## config.mk

```make
export PLATFORM = sky130hd
export DESIGN_NAME = lvds_video_rx
export DESIGN_NICKNAME = d
export VERILOG_FILES = /design/src/rtl/lvds_video_pkg.sv /design/src/rtl/lvds_word_unpack.sv /design/src/rtl/lvds_video_rx.sv
export SDC_FILE = /design/constraint.sdc
export NUM_CORES = 1
export LEC_CHECK = 0
export ABC_CLOCK_PERIOD_IN_PS = 2200
export CAP_MARGIN = 20
export CORE_MARGIN = 1.5
export CORE_UTILIZATION = 50
export DETAILED_ROUTE_END_ITERATION = 10
export GPL_ROUTABILITY_DRIVEN = 1
export GPL_TIMING_DRIVEN = 0
export PLACE_DENSITY = 0.83
export SYNTH_ARGS = -nofsm -noshare
export SYNTH_HDL_FRONTEND = slang
export SYNTH_HIERARCHICAL = 1
export SYNTH_SLANG_ARGS = --single-unit
```

## constraint.sdc

```tcl
create_clock -name clk -period 2.2 [get_ports clk]
set_input_delay 0.33 -clock clk [delete_from_list [all_inputs] [get_ports clk]]
set_output_delay 0.33 -clock clk [all_outputs]
set_load 0.005 [all_outputs]
```

## src/rtl/lvds_video_pkg.sv

```systemverilog
// Shared definitions for the LVDS video receiver: word bit positions, FSM states, counter width.
package lvds_video_pkg;

    localparam int CNT_W = 11;
    localparam logic [CNT_W-1:0] CNT_MAX = '1;

    // Lane 2: {B2,B3,B4,B5,HS,VS,DE}
    localparam int BIT_B2 = 20;
    localparam int BIT_B3 = 19;
    localparam int BIT_B4 = 18;
    localparam int BIT_B5 = 17;
    localparam int BIT_HS = 16;
    localparam int BIT_VS = 15;
    localparam int BIT_DE = 14;
    // Lane 1: {G1,G2,G3,G4,G5,B0,B1}
    localparam int BIT_G1 = 13;
    localparam int BIT_G2 = 12;
    localparam int BIT_G3 = 11;
    localparam int BIT_G4 = 10;
    localparam int BIT_G5 = 9;
    localparam int BIT_B0 = 8;
    localparam int BIT_B1 = 7;
    // Lane 0: {R0,R1,R2,R3,R4,R5,G0}
    localparam int BIT_R0 = 6;
    localparam int BIT_R1 = 5;
    localparam int BIT_R2 = 4;
    localparam int BIT_R3 = 3;
    localparam int BIT_R4 = 2;
    localparam int BIT_R5 = 1;
    localparam int BIT_G0 = 0;

    typedef enum logic [1:0] {
        ST_SEARCH,
        ST_MEASURE,
        ST_LOCKED
    } rx_state_t;

    function automatic logic [CNT_W-1:0] sat_inc(input logic [CNT_W-1:0] v);
        return (v == CNT_MAX) ? v : v + CNT_W'(1);
    endfunction

endpackage

```

## src/rtl/lvds_word_unpack.sv

```systemverilog
// Combinational unpacking of one 21-bit deserialized 7:1 LVDS word into colour and sync fields.
module lvds_word_unpack
    import lvds_video_pkg::*;
(
    input  logic [20:0] word,
    output logic [5:0]  red,
    output logic [5:0]  green,
    output logic [5:0]  blue,
    output logic        hs,
    output logic        vs,
    output logic        de
);

    assign red   = {word[BIT_R5], word[BIT_R4], word[BIT_R3], word[BIT_R2], word[BIT_R1], word[BIT_R0]};
    assign green = {word[BIT_G5], word[BIT_G4], word[BIT_G3], word[BIT_G2], word[BIT_G1], word[BIT_G0]};
    assign blue  = {word[BIT_B5], word[BIT_B4], word[BIT_B3], word[BIT_B2], word[BIT_B1], word[BIT_B0]};
    assign hs    = word[BIT_HS];
    assign vs    = word[BIT_VS];
    assign de    = word[BIT_DE];

endmodule

```

## src/rtl/lvds_video_rx.sv

```systemverilog
// LVDS video receiver: registers unpacked pixels, tracks position, measures frame timing and locks.
module lvds_video_rx
    import lvds_video_pkg::*;
#(
    parameter int EXP_H_ACTIVE = 1366,
    parameter int EXP_V_ACTIVE = 768,
    parameter int LOCK_FRAMES  = 2
) (
    input  logic             clk,
    input  logic             rst,
    input  logic             in_valid,
    input  logic [20:0]      in_data,
    output logic             pix_valid,
    output logic [5:0]       pix_r,
    output logic [5:0]       pix_g,
    output logic [5:0]       pix_b,
    output logic             pix_hs,
    output logic             pix_vs,
    output logic             pix_de,
    output logic [CNT_W-1:0] pix_x,
    output logic [CNT_W-1:0] pix_y,
    output logic             sof,
    output logic             eol,
    output logic [CNT_W-1:0] meas_h_active,
    output logic [CNT_W-1:0] meas_v_active,
    output logic [CNT_W-1:0] meas_h_total,
    output logic [CNT_W-1:0] meas_v_total,
    output logic             locked,
    output logic             timing_err
);

    localparam logic [CNT_W-1:0] EXP_H    = CNT_W'(EXP_H_ACTIVE);
    localparam logic [CNT_W-1:0] EXP_V    = CNT_W'(EXP_V_ACTIVE);
    localparam logic [CNT_W-1:0] LOCK_CNT = CNT_W'(LOCK_FRAMES);

    logic [5:0] w_r, w_g, w_b;
    logic       w_hs, w_vs, w_de;
    logic       prev_hs, prev_vs, prev_de;
    logic       frame_start, line_start, line_end, hs_rise;

    logic [CNT_W-1:0] h_run, h_tot_cnt, v_act_cnt, v_tot_cnt;
    logic [CNT_W-1:0] last_h_active, last_h_total;
    logic             seen_frame;

    rx_state_t        state, state_next;
    logic [CNT_W-1:0] good_cnt, good_next;
    logic             err_next, frame_ok, line_bad;

    lvds_word_unpack u_unpack (
        .word  (in_data),
        .red   (w_r),
        .green (w_g),
        .blue  (w_b),
        .hs    (w_hs),
        .vs    (w_vs),
        .de    (w_de)
    );

    // Edges are judged between consecutive valid samples only, so idle cycles are invisible.
    assign frame_start = in_valid &  w_vs & ~prev_vs;
    assign line_start  = in_valid &  w_de & ~prev_de;
    assign line_end    = in_valid & ~w_de &  prev_de;
    assign hs_rise     = in_valid &  w_hs & ~prev_hs;

    always_ff @(posedge clk or negedge rst) begin
        if (!rst) begin
            prev_hs   <= 1'b1;
            prev_vs   <= 1'b1;
            prev_de   <= 1'b0;
            pix_valid <= 1'b0;
            pix_r     <= '0;
            pix_g     <= '0;
            pix_b     <= '0;
            pix_hs    <= 1'b1;
            pix_vs    <= 1'b1;
            pix_de    <= 1'b0;
            sof       <= 1'b0;
            eol       <= 1'b0;
        end else begin
            pix_valid <= in_valid;
            sof       <= frame_start;
            eol       <= line_end;
            if (in_valid) begin
                prev_hs <= w_hs;
                prev_vs <= w_vs;
                prev_de <= w_de;
                pix_r   <= w_r;
                pix_g   <= w_g;
                pix_b   <= w_b;
                pix_hs  <= w_hs;
                pix_vs  <= w_vs;
                pix_de  <= w_de;
            end
        end
    end

    always_ff @(posedge clk or negedge rst) begin
        if (!rst) begin
            pix_x <= '0;
            pix_y <= '0;
        end else begin
            if (line_start)
                pix_x <= '0;
            else if (in_valid && w_de)
                pix_x <= sat_inc(pix_x);

            if (frame_start)
                pix_y <= '0;
            else if (line_end)
                pix_y <= sat_inc(pix_y);
        end
    end

    // Per-line measurement: DE run length and valid-sample spacing of DE rising edges.
    always_ff @(posedge clk or negedge rst) begin
        if (!rst) begin
            h_run         <= '0;
            h_tot_cnt     <= '0;
            last_h_active <= '0;
            last_h_total  <= '0;
        end else begin
            if (line_start) begin
                h_run        <= CNT_W'(1);
                h_tot_cnt    <= CNT_W'(1);
                last_h_total <= h_tot_cnt;
            end else if (in_valid) begin
                if (w_de)
                    h_run <= sat_inc(h_run);
                h_tot_cnt <= sat_inc(h_tot_cnt);
            end
            if (line_end)
                last_h_active <= h_run;
        end
    end

    // A DE or HS edge on the frame-start sample already belongs to the new frame.
    always_ff @(posedge clk or negedge rst) begin
        if (!rst) begin
            v_act_cnt     <= '0;
            v_tot_cnt     <= '0;
            seen_frame    <= 1'b0;
            meas_h_active <= '0;
            meas_v_active <= '0;
            meas_h_total  <= '0;
            meas_v_total  <= '0;
        end else if (frame_start) begin
            v_act_cnt  <= line_start ? CNT_W'(1) : '0;
            v_tot_cnt  <= hs_rise    ? CNT_W'(1) : '0;
            seen_frame <= 1'b1;
            if (seen_frame) begin
                meas_h_active <= last_h_active;
                meas_v_active <= v_act_cnt;
                meas_h_total  <= last_h_total;
                meas_v_total  <= v_tot_cnt;
            end
        end else begin
            if (line_start)
                v_act_cnt <= sat_inc(v_act_cnt);
            if (hs_rise)
                v_tot_cnt <= sat_inc(v_tot_cnt);
        end
    end

    assign frame_ok = (last_h_active == EXP_H) && (v_act_cnt == EXP_V);
    assign line_bad = line_end && (h_run != EXP_H);

    always_ff @(posedge clk or negedge rst) begin
        if (!rst) begin
            state      <= ST_SEARCH;
            good_cnt   <= '0;
            timing_err <= 1'b0;
        end else begin
            state      <= state_next;
            good_cnt   <= good_next;
            timing_err <= err_next;
        end
    end

    always_comb begin
        state_next = state;
        good_next  = good_cnt;
        err_next   = 1'b0;
        case (state)
            ST_SEARCH: begin
                if (frame_start) begin
                    good_next  = '0;
                    state_next = ST_MEASURE;
                end
            end
            ST_MEASURE: begin
                if (frame_start) begin
                    if (frame_ok) begin
                        good_next = sat_inc(good_cnt);
                        if (sat_inc(good_cnt) >= LOCK_CNT)
                            state_next = ST_LOCKED;
                    end else begin
                        good_next = '0;
                    end
                end
            end
            ST_LOCKED: begin
                if ((frame_start && !frame_ok) || line_bad) begin
                    err_next   = 1'b1;
                    state_next = ST_SEARCH;
                end
            end
            default: state_next = ST_SEARCH;
        endcase
    end

    assign locked = (state == ST_LOCKED);

endmodule

```

==> out/metrics.cfg <==
[status]
status = finished, final reports clean

[setup_path]
critical_path_arrival_ns = 2.44
cp.required_ns = 2.50
path_cells = nand4_1 > nor4_2 > a21oi_1 > a22oi_1 > o31ai_1
timing.rr.end = v_act_cnt[0]
reg2reg_from = v_act_cnt[4]
path_max_fanout = 10
cp_top_family = simple AND/OR/NAND/NOR gates
cp-start-kind = flip-flop
critPathBufInv = 0
worstSetupPathType = reg -> reg
slowest_stage = nor4_2
endpoint_kind = flip-flop
r2r_slack_ns = 0.07
reg2reg_depth = 5
max_stage_delay_ns = 0.77

[pwr]
power_uw = 7730
intPower_uw = 5800
p_comb_share_pct = 13.5
p_seq_share_pct = 47.8
p_leak_uw = 0.00430
power.density_mw_per_mm2 = 793
power_switching_share_pct = 24.9
p_clk_share_pct = 38.6
power.switching_uw = 1930
ir_drop_v = 0.000618

[route]
drt_first_pass_iters = 5
wirelength_um = 17100
drc = 0
met1Wirelength_um = 7550
top_layer = met4
postRouteAntennaNets = 0
via_count = 5804
viasPerCell = 5.48
wl_met3_um = 846
wl_met2_um = 8450
wl_per_cell_um = 16.2
dr.first_iter.drc_count = 447

[clock_network]
clockRootBuffer = clkbuf_16
cts_tree = done
cts_setup_buffers = 0
cts_max_level = 4
numCtsBuffers = 17
clock_sinks = 171
clk_latency_ns = 0.42
cts_max_path_buffers = 2
clkTransAtPathRegs_ns = 0.07

[timing]
setup_tns_ns = 0
min_period_ns = 2.13
setup_violations = 0
slew_headroom_pct = 40.8
clock.fmax_mhz = 469
timing.final.crit_share_pct = 96.9
final.setup_skew_ns = 0.00695
finalHoldViolations = 0
tightest_slew_ns = 0.880
slew_viol_final = 0

[yosys]
yosys-top-cells-area = dfrtp_1 (54%), mux2_2 (9.7%), xnor2_1 (4.2%)
synth_enable_flop_cells = 0
yosys.area.top_type = dfrtp_1
synth_xor_area_share_pct = 5.11
syn-cell-area_sq_mm = 0.00788
ys_warn_count = 6
ys.flop_type = dfrtp_1
syn_nets = 758
synth.area.mux_share_pct = 10.2
yosysMostFrequentCell = dfrtp_1
synthDistinctLibCells = 63
synthTopCellsByCount = dfrtp_1 (169), nand2_1 (73), nor2_1 (71)
yosysTopAreaCellShare_pct = 53.7
async_flop_share_pct = 100
synth_adder_area_share_pct = 1.43
synth_top_family_by_area = simple AND/OR/NAND/NOR gates
ys_seq_area_share_pct = 54.3
syn_inst = 725
ys_seq_elements = 171
avgSynthCellArea_sq_um = 10.9
synthSimpleGateAreaFrac_pct = 17.4
synth_compound_area_share_pct = 6.84

[die]
rows = 45
die_area_sq_mm = 0.0165
start_util_pct = 51.5
die_h_um = 129
core_sq_mm = 0.0153
chipWidth_um = 129
pin_count = 116

[grt]
antenna_found_initial = 0
track_usage_pct = 21.9
grt_max_degree = 91
grt_pass1_wl_um = 28500
grt_pass1_vias = 5709
overflow = 0

[final_layout]
antenna_cells = 0
area_growth_syn_to_layout_pct = 23.6
nets = 870
drive_above_1_share_pct = 17.8
stdcell_area_sq_mm = 0.00975

[hold_path]
min_path_type = in -> reg
hold_start = in_data[13]
worstHoldEndpoint = pix_g[1]
hold_path_depth = 2

[placement]
place_congestion = 0.875
dpl-instance-area_sq_mm = 0.00912
io_buffers = 94
hpwl_um = 11800

[job]
maxCapViolCount = 0

[final cells by class]
type / count / area, sq um
plain buffers: 46 / 278
clock buffers: 23 / 478
clock inverters: 8 / 111
fillers: 1186 / 5570
inverters: 21 / 78.8
multi-input cells: 484 / 3270
flip-flops and latches: 171 / 4280
well taps: 211 / 264
repair buffers: 96 / 986
[power by group through the flow]
stage,Clock (uW),Sequential (uW),Combinational (uW)
global placement,0,3730,1020
detailed placement,0,3750,1060
floorplan,0,3700,495
global route,3160,3740,1160
finish,2980,3700,1050
CTS,3030,3690,1070
[worst register-to-register path, delay by kind of cell (launching register included)]
kind | cells | cell delay [ns]
AO/OA/AOI/OAI | 3 | 0.57
AND/OR/NAND/NOR | 2 | 0.97
flip-flops | 1 | 0.48
[layout by cell type, fill, tap and decap left out, drive strengths merged, types with 3 or more instances in the layout]
cell,Yosys,final
a21oi,25,25
a31oi,6,6
and2,4,4
and3,4,4
and4,7,7
buf,34,36
clkbuf,15,35
clkdlybuf4s50,0,92
clkinvlp,0,3
dfrtp,169,169
ha,9,9
inv,21,22
mux2,68,68
mux2i,4,4
nand2,73,73
nand2b,4,4
nand3,24,24
nand3b,3,3
nand4,19,19
nand4b,3,3
nor2,72,72
nor2b,4,4
nor3,28,28
nor3b,6,6
nor4,7,7
o21ai,24,24
o22ai,4,4
o31ai,4,4
or2,3,3
or3,7,7
xnor2,38,38
xor2,8,8
[routing by layer]
metal  global-route usage, %  up-vias
met5                       0        -
met4                    8.13        0
met3                    4.32       26
met2                    36.2      159
met1                    28.9     2869
li1                        -     2750
[per-stage QoR]
stage               cells  utilization, %  hold WS [ns]  worst slack [ns]
floorplan             725               -        0.0344             0.250
global placement     1030            59.3         0.451             -6.10
detailed placement   1031            59.6         0.362            -0.719
CTS                  1062            63.5         0.123            0.0315
global route         1060            63.6         0.124           -0.0102
finish               1060            63.6         0.135            0.0673
[timing repair]
| item | 4_1_cts | 5_1_grt |
|---|---|---|
| gates resized for setup | 3 | 4 |
| hold buffers | 1 | 0 |
| setup endpoints to repair | 77 | 65 |
| hold endpoints to repair | 80 | 0 |
| pin swaps | 0 | 1 |
[how the worst max path moves through the flow]
stage	start	end	slack, ns	cells past startpoint
6_report	v_act_cnt[4]	v_act_cnt[0]	0.07	5
5_1_grt	prev_vs	meas_h_active[0]	-0.01	7
4_1_cts	in_valid	meas_h_active[4]	0.03	7
3_5_place_dp	in_valid	meas_h_active[8]	-0.72	8
3_3_place_gp	rst	pix_y[5]	-6.10	1
2_1_floorplan	good_cnt[0]	state[1]	0.25	7
[cells by family after synthesis]
logic type      after synthesis
flops                       171
mux                          72
simple gates                274
compound gates               83
fa+ha+maj                     9
buf+inv                      70
xor+xnor                     46
Note: power is estimated with default switching activity, not from simulation.
